[src/rtl/dr_logic_stage.sv]
// Clocked dual-rail logic stage: captures a complete operand pair, applies a
// runtime-selected bitwise op and holds the result under a four-phase handshake.
module dr_logic_stage #(
    parameter int WIDTH   = 4,
    parameter int TIMEOUT = 15,
    parameter int CNT_W   = 16
) (
    input  logic             clk,
    input  logic             rst,
    input  logic [WIDTH-1:0] a_1,
    input  logic [WIDTH-1:0] a_0,
    input  logic [WIDTH-1:0] b_1,
    input  logic [WIDTH-1:0] b_0,
    input  logic [1:0]       op,
    output logic             in_ack,
    output logic [WIDTH-1:0] z_1,
    output logic [WIDTH-1:0] z_0,
    output logic             z_cd,
    input  logic             out_ack,
    output logic             err,
    output logic [1:0]       err_code,
    input  logic             err_clr,
    output logic [CNT_W-1:0] count
);

    localparam int TMR_W = (TIMEOUT > 0) ? $clog2(TIMEOUT + 1) : 1;

    typedef enum logic [1:0] {
        S_IDLE  = 2'd0,
        S_FULL  = 2'd1,
        S_DRAIN = 2'd2
    } state_t;

    function automatic logic [WIDTH-1:0] apply_op(input logic [1:0] sel,
                                                  input logic [WIDTH-1:0] a,
                                                  input logic [WIDTH-1:0] b);
        case (sel)
            2'b00:   return a & b;
            2'b01:   return a | b;
            2'b10:   return a ^ b;
            default: return ~(a ^ b);
        endcase
    endfunction

    function automatic logic [TMR_W-1:0] timer_inc(input logic [TMR_W-1:0] t);
        if (TIMEOUT == 0)
            return '0;
        if (t >= TMR_W'(TIMEOUT))
            return t;
        return t + TMR_W'(1);
    endfunction

    state_t             state_q, state_d;
    logic [WIDTH-1:0]   z1_q, z1_d;
    logic [WIDTH-1:0]   z0_q, z0_d;
    logic               in_ack_q, in_ack_d;
    logic               err_q, err_d;
    logic [1:0]         err_code_q, err_code_d;
    logic [CNT_W-1:0]   count_q, count_d;
    logic [TMR_W-1:0]   timer_q, timer_d;

    logic               word_spacer;
    logic               word_complete;
    logic               word_partial;
    logic               word_illegal;
    logic               capture;
    logic               release_z;
    logic               ack_clr;
    logic               timer_run;
    logic               tmo_hit;
    logic               new_err;
    logic [1:0]         new_code;
    logic [WIDTH-1:0]   result;

    // Operand word classification; an illegal bit makes the word partial.
    assign word_spacer   = ~|(a_1 | a_0 | b_1 | b_0);
    assign word_complete = (&(a_1 ^ a_0)) & (&(b_1 ^ b_0));
    assign word_partial  = ~word_spacer & ~word_complete;
    assign word_illegal  = |(a_1 & a_0) | |(b_1 & b_0);
    assign result        = apply_op(op, a_1, b_1);

    always_ff @(posedge clk or posedge rst) begin
        if (rst)
            state_q <= S_IDLE;
        else
            state_q <= state_d;
    end

    always_comb begin
        state_d = state_q;
        case (state_q)
            S_IDLE:  if (word_complete && !in_ack_q) state_d = S_FULL;
            S_FULL:  if (out_ack) state_d = S_DRAIN;
            S_DRAIN: if (!out_ack && !in_ack_q) state_d = S_IDLE;
            default: state_d = S_IDLE;
        endcase
    end

    // Input-side release is decoupled from the output side, so ack_clr and
    // release_z may fire on the same edge.
    always_comb begin
        capture   = (state_q == S_IDLE) && word_complete && !in_ack_q;
        release_z = (state_q == S_FULL) && out_ack;
        ack_clr   = (state_q != S_IDLE) && in_ack_q && word_spacer;
        timer_run = (state_q == S_IDLE) && word_partial;
    end

    always_comb begin
        z1_d     = z1_q;
        z0_d     = z0_q;
        in_ack_d = in_ack_q;
        count_d  = count_q;
        if (capture) begin
            z1_d     = result;
            z0_d     = ~result;
            in_ack_d = 1'b1;
        end
        if (release_z) begin
            z1_d    = '0;
            z0_d    = '0;
            count_d = count_q + CNT_W'(1);
        end
        if (ack_clr)
            in_ack_d = 1'b0;
    end

    always_comb begin
        timer_d = timer_run ? timer_inc(timer_q) : '0;
        tmo_hit = (TIMEOUT > 0) && timer_run && (timer_d == TMR_W'(TIMEOUT));
    end

    // First cause sticks; a fresh error on the clearing edge wins over err_clr.
    always_comb begin
        new_err    = word_illegal || tmo_hit;
        new_code   = word_illegal ? 2'b01 : 2'b10;
        err_d      = err_q;
        err_code_d = err_code_q;
        if (new_err && (!err_q || err_clr)) begin
            err_d      = 1'b1;
            err_code_d = new_code;
        end else if (err_clr) begin
            err_d      = 1'b0;
            err_code_d = 2'b00;
        end
    end

    always_ff @(posedge clk or posedge rst) begin
        if (rst) begin
            z1_q       <= '0;
            z0_q       <= '0;
            in_ack_q   <= 1'b0;
            err_q      <= 1'b0;
            err_code_q <= 2'b00;
            count_q    <= '0;
            timer_q    <= '0;
        end else begin
            z1_q       <= z1_d;
            z0_q       <= z0_d;
            in_ack_q   <= in_ack_d;
            err_q      <= err_d;
            err_code_q <= err_code_d;
            count_q    <= count_d;
            timer_q    <= timer_d;
        end
    end

    assign z_1      = z1_q;
    assign z_0      = z0_q;
    assign z_cd     = &(z1_q ^ z0_q);
    assign in_ack   = in_ack_q;
    assign err      = err_q;
    assign err_code = err_code_q;
    assign count    = count_q;

endmodule

[config.mk]
export PLATFORM = sky130hd
export DESIGN_NAME = dr_logic_stage
export DESIGN_NICKNAME = d
export VERILOG_FILES = /design/src/rtl/dr_logic_stage.sv
export SDC_FILE = /design/constraint.sdc
export NUM_CORES = 1
export LEC_CHECK = 0
export ABC_AREA = 0
export BUFFER_PORTS_ARGS = -buffer_cell sky130_fd_sc_hd__buf_2
export CAP_MARGIN = 15
export CORE_MARGIN = 2
export CORE_UTILIZATION = 55
export DETAILED_ROUTE_END_ITERATION = 12
export PLACE_DENSITY = 0.82
export SLEW_MARGIN = 20
export SYNTH_ARGS = -nofsm -noshare
export SYNTH_HDL_FRONTEND = slang
export SYNTH_SLANG_ARGS = --single-unit
[constraint.sdc]
create_clock -name clk -period 3.4 [get_ports clk]
set_clock_uncertainty 0.1 [all_clocks]
set_input_delay 0.68 -clock clk [delete_from_list [all_inputs] [get_ports clk]]
set_output_delay 0.68 -clock clk [all_outputs]
set_load 0.02 [all_outputs]
* After elaboration in Yosys (flattened, before gate mapping)
Index checks and enable logic that the tools add are counted.
** Cells by class
- Shifts and indexed selects :: 0
- Bitwise operators :: 17
- Multiply operators :: 0
- Order comparisons :: 1
- Multiplexer cells :: 20
- $add $sub $neg :: 2
- Eq/ne operators :: 8
- Div/mod/pow operators :: 0
- Reductions and logical operators :: 29
** Operators by type and width (count)
- $mux 4 :: 7
- $add 16x1->16 const B :: 1
- $or 4x4->4 :: 4
- $xor 4x4->4 :: 4
- $and 4x4->4 :: 3
- $mux 2 :: 6
- $pmux 4 s3 :: 1
- $reduce_and 4->1 :: 3
- $reduce_or 4->1 :: 3
- $logic_and 1x1->1 :: 10
- $not 4->4 :: 2
- $reduce_bool 2->1 :: 4
- $ne 2x2->1 const B :: 3
- $pmux 2 s3 :: 1
- $mux 1 :: 5
- $add 4x1->4 const B :: 1
- $eq 2x1->1 const B :: 2
- $eq 2x2->1 const B :: 2
- $eq 4x4->1 const B :: 1
- $ge 4x4->1 const B :: 1
- $logic_not 1->1 :: 4
- $logic_not 2->1 :: 2
- $reduce_and 3->1 :: 1
- $and 1x1->1 :: 2
- other kinds (3) :: 4
** Word-level totals
- Input port bits :: 22
- ROM bits :: 0
- Bits in latches :: 0
- Output and inout port bits :: 29
- Memories :: 0
- Register bits :: 34
- Word-level logic and storage cells :: 85
- RAM bits :: 0

* Logic depth before layout (Yosys ltp)
- Depth in word-level cells :: 12
- Mapped depth :: 7
- Gate-level depth less buffers :: 6

* Worst setup path after synthesis
No wires, ideal clock.
- Path type :: register to output
- Start :: reg z0_q[1], in the netlist z_0[1]
- End :: out z_cd
- Slack :: 1.278 ns
- Arrival :: 1.342 ns
- Path buffers :: 0
- Stages on the path, launching flop included :: 3
- Required time :: 2.620 ns
- Cells stage by stage :: dfrtp_1 xnor2_1 nor4_1
** Between the ends
- Cells in the longest elaborated chain, start to end :: 2
** Ends and longest elaborated chain
- start: declaration :: RTL line 55 : logic [WIDTH-1:0] z0_q, z0_d;
- start signal: assignment :: RTL line 158 : z0_q <= z0_d;
- $xor 4x4->4 :: RTL line 169 : assign z_cd = &(z1_q ^ z0_q);
- $reduce_and 4->1 :: RTL line 169
- end: declaration :: RTL line 18 : output logic z_cd,
No other way between the ends.

* Worst setup path in the final report
- Start :: in a_1[2]
- End :: reg z0_q[1], in the netlist z_0[1]
** Between the ends
- Cells in the longest elaborated chain, start to end :: 6
** Ends and longest elaborated chain
- start: declaration :: RTL line 10 : input logic [WIDTH-1:0] a_1,
- $xor 4x4->4 :: RTL line 77 : assign word_complete = (&(a_1 ^ a_0)) & (&(b_1 ^ b_0));
- $reduce_and 4->1 :: RTL line 77
- $and 1x1->1 :: RTL line 77
- $logic_and 1x1->1 (2 in a row) :: RTL line 102 : capture = (state_q == S_IDLE) && word_complete && !in_ack_q;
- $reduce_bool 2->1 (no line)
No other way between the ends.
A chain may end at the register's enable or synchronous reset.

==> results by group <==
Clocking
  • Number of setup buffers added after CTS: 0
  • Count of instances resized after the clock tree is built: 0
  • Clk_lat worst skew: 0.28 ns
  • CTS tree: built
  • Buffer depth of the longest clock path: 2
  • Number of buffers inserted for hold repair after clock tree synthesis: 0
  • CTS H-tree depth: 2
  • Library cell used as clock root buffer: sky130_fd_sc_hd__clkbuf_8
  • Clock-pin slew on the worst setup and hold paths: 0.07 ns
  • Number of clock sinks: 34
  • Number of buffers created by CTS: 5

Setup path
  • Sequence of cells on the critical path: buf_2 > inv_1 > ha_1 > nand4_1 > nor4_4 > o21ai_2 > o211a_1
  • Data required time at the worst endpoint: 3.47 ns
  • Cell depth of the worst flop-to-flop path: 4
  • WP data arrival: 2.31 ns
  • FF-to-FF setup slack: 1.49 ns
  • Slowest Stage Delay on Critical Path: 0.66 ns
  • Startpoint of the lowest-slack register-to-register path: state_q[0]
  • Worst Setup Start Kind: input pin
  • Setup crit end: z_0[1]
  • Beginning of the critical path: a_1[2]
  • End of the worst register-to-register path: z_0[1]
  • Endpoint class of the critical path: flop
  • Crit path max fanout: 13
  • Setup CP Type: input pin to flop
  • Slowest-stage cell, CP: sky130_fd_sc_hd__nor4_4

Pwr
  • PD cells: 477 mW/mm^2
  • Leakage component of the power: 0.00129 uW
  • Peak ir drop on the vdd network: 0.264 mV

Yosys
  • Yosys reg bits: 34
  • Average size of a mapped cell: 10.4 um^2
  • Ys Warns: 0
  • Sequential element share of the synthesized area: 0.406
  • Netlist area before placement: 0.00210 mm^2
  • Number of enable-type register cells in the synthesized netlist: 0
  • Gate count of the mapped netlist: 202
  • Number of distinct standard cells referenced by the synthesized netlist: 43
  • Number of nets in the synthesized netlist: 246
  • Ys async rst share: 1.00
  • Primary flip-flop cell chosen by synthesis mapping: sky130_fd_sc_hd__dfrtp_1

Detailed routing
  • First DRT Iteration DRCs: 30
  • Routed Antenna Nets: 0
  • Overall via count from detail_route: 1645
  • Vias per cell: 5.39
  • DRC: 0
  • Iteration count of the initial detailed-routing pass: 4
  • Detailed-route wire length: 3.94 mm
  • Final routed wire length divided by cell count: 12.9 um

Finish
  • Number of inserted filler cells in the final layout: 310
  • Share of layout cells above drive strength 1: 0.268
  • Most common cell after layout, fill and taps aside: sky130_fd_sc_hd__buf_2
  • Number of nets in the layout: 300
  • Most frequent cells in the layout: sky130_fd_sc_hd__buf_2, sky130_fd_sc_hd__dfrtp_1, sky130_fd_sc_hd__ha_1
  • Final standard cell area without fillers: 0.00248 mm^2
  • Growth of design area from synthesis to finish: 18.5%
  • Number of antenna diodes: 0

Die
  • Die area: 0.00432 mm^2
  • Row count: 22
  • Floorplan die height: 65.7 um
  • Core region area: 0.00366 mm^2
  • Total I/O pin count: 51
  • Initial core utilization: 0.572
  • X dimension of the die: 65.7 um

Timing
  • Slew Limit Headroom: 0.528
  • Period minus WS final: 2.24 ns
  • Setup TNS: 0 ns
  • Number of pins with negative max-slew slack in the final report: 0
  • Final setup viols: 0
  • Period utilization: 0.659
  • Max Fclk: 0.447 GHz
  • Unrepaired setup endpoints after global routing: false
  • Worst-margin pin slew: 0.703 ns
  • Final hold viol count: 0

Hold path
  • HP Class: flop to flop

Global route
  • Gr usage total: 0.204
  • Initial antenna violation count: 0
  • Number of global-route vias before repair: 1592
  • Grt peak-use layer: met2
  • Met2 Usage GRT: 0.350
  • Wire length of the first global-routing pass: 6.80 mm
  • Met1 Track Usage GR: 0.246
  • Met3 Resource Use GR: 0.0411
  • Pin count of the biggest net entering global routing: 35
  • Remaining Overflow, GRT: 0

Status
  • Status: completed

Place
  • Dpl hpwl: 3.16 mm
  • Port-buffer cells: 50
  • Post-detailed-placement cell area: 0.00239 mm^2
  • Global placer's final weighted congestion: 0.765

Job
  • Max Cap Viol: 0
worst min path at each step:
stage	startpoint	to	slack, ns	depth (start not counted)
detailed placement	count[15]	count[15]	0.36	1
floorplan	state_q[1]	state_q[0]	0.36	1
global placement	count[15]	count[15]	0.36	1
CTS	count[15]	count[15]	0.37	1
finish	count[15]	count[15]	0.37	1
global route	count[15]	count[15]	0.38	1
layout make-up:
| type | count | area, um^2 | share of cell area |
|---|---|---|---|
| Clock inverter | 1 | 5.00 | 0.00202 |
| Sequential cell | 34 | 851 | 0.343 |
| Inverter | 17 | 63.8 | 0.0257 |
| Tap cell | 48 | 60.1 | 0.0242 |
| Timing Repair Buffer | 51 | 258 | 0.104 |
| Multi-Input combinational cell | 147 | 1160 | 0.467 |
| Clock buffer | 7 | 86.3 | 0.0348 |
flip-flops by register name, indices dropped and copies added, names as in the netlist:
signal / count
count: 16
timer_q: 4
z_0: 4
z_1: 4
err_code: 2
state_q: 2
err: 1
in_ack: 1
power by group:
| group | internal, uW | switching [uW] |
|---|---|---|
| Clock | 163 | 140 |
| Sequential | 461 | 68.6 |
| Combinational | 160 | 193 |
| Total | 784 | 401 |
metrics by stage:
step	std cells	worst slack (ns)	utilization	hold slack (ns)	power (uW)
after global routing	305	1.03	0.678	0.376	1270
after global placement	297	0.932	0.653	0.355	884
after floorplan	202	1.28	-	0.365	793
final	305	1.16	0.678	0.367	1190
after CTS	305	1.17	0.678	0.371	1200
after detailed placement	297	0.865	0.653	0.362	894
synth_stat cells, drive strengths merged (2+ instances only):
library cell,number,share of area
ha,22,0.13
nor2,12,0.021
nand2,9,0.016
nor4b,2,0.0084
a211oi,5,0.018
xor2,8,0.033
inv,16,0.029
nand3,9,0.021
or2,2,0.0060
nand3b,4,0.014
dfrtp,34,0.41
xnor2,16,0.067
o211a,4,0.019
and2,5,0.015
o21ai,7,0.024
nor4,6,0.028
nand4,7,0.021
a21oi,7,0.024
buf,4,0.010
mux2i,2,0.0096
nand2b,5,0.015
metal layers:
metal,up-vias,wire (um)
li1,819,-
met1,774,1770
met2,46,1940
met3,6,167
met4,0,57
met5,-,0
cell families (layout without fill, tap and decap cells):
kind of cell,after synthesis,in the layout,share of synthesized area
DFF,34,34,0.406
muxes,2,2,0.00955
AOI/OAI and AO/OA,32,32,0.119
and+or+nand+nor,67,67,0.193
adders and majority gates,22,22,0.131
xor gates and xnor gates,24,24,0.100
buffers and inverters,21,76,0.0406
critical path, delay by kind of cell:
kind                     cells  cell delay (ns)
AND/OR/NAND/NOR              2             0.87
AO/OA/AOI/OAI                2             0.31
adder cells (fa/ha/maj)      1             0.27
buffers and inverters        2             0.17
(Power assumes the default switching activity.)
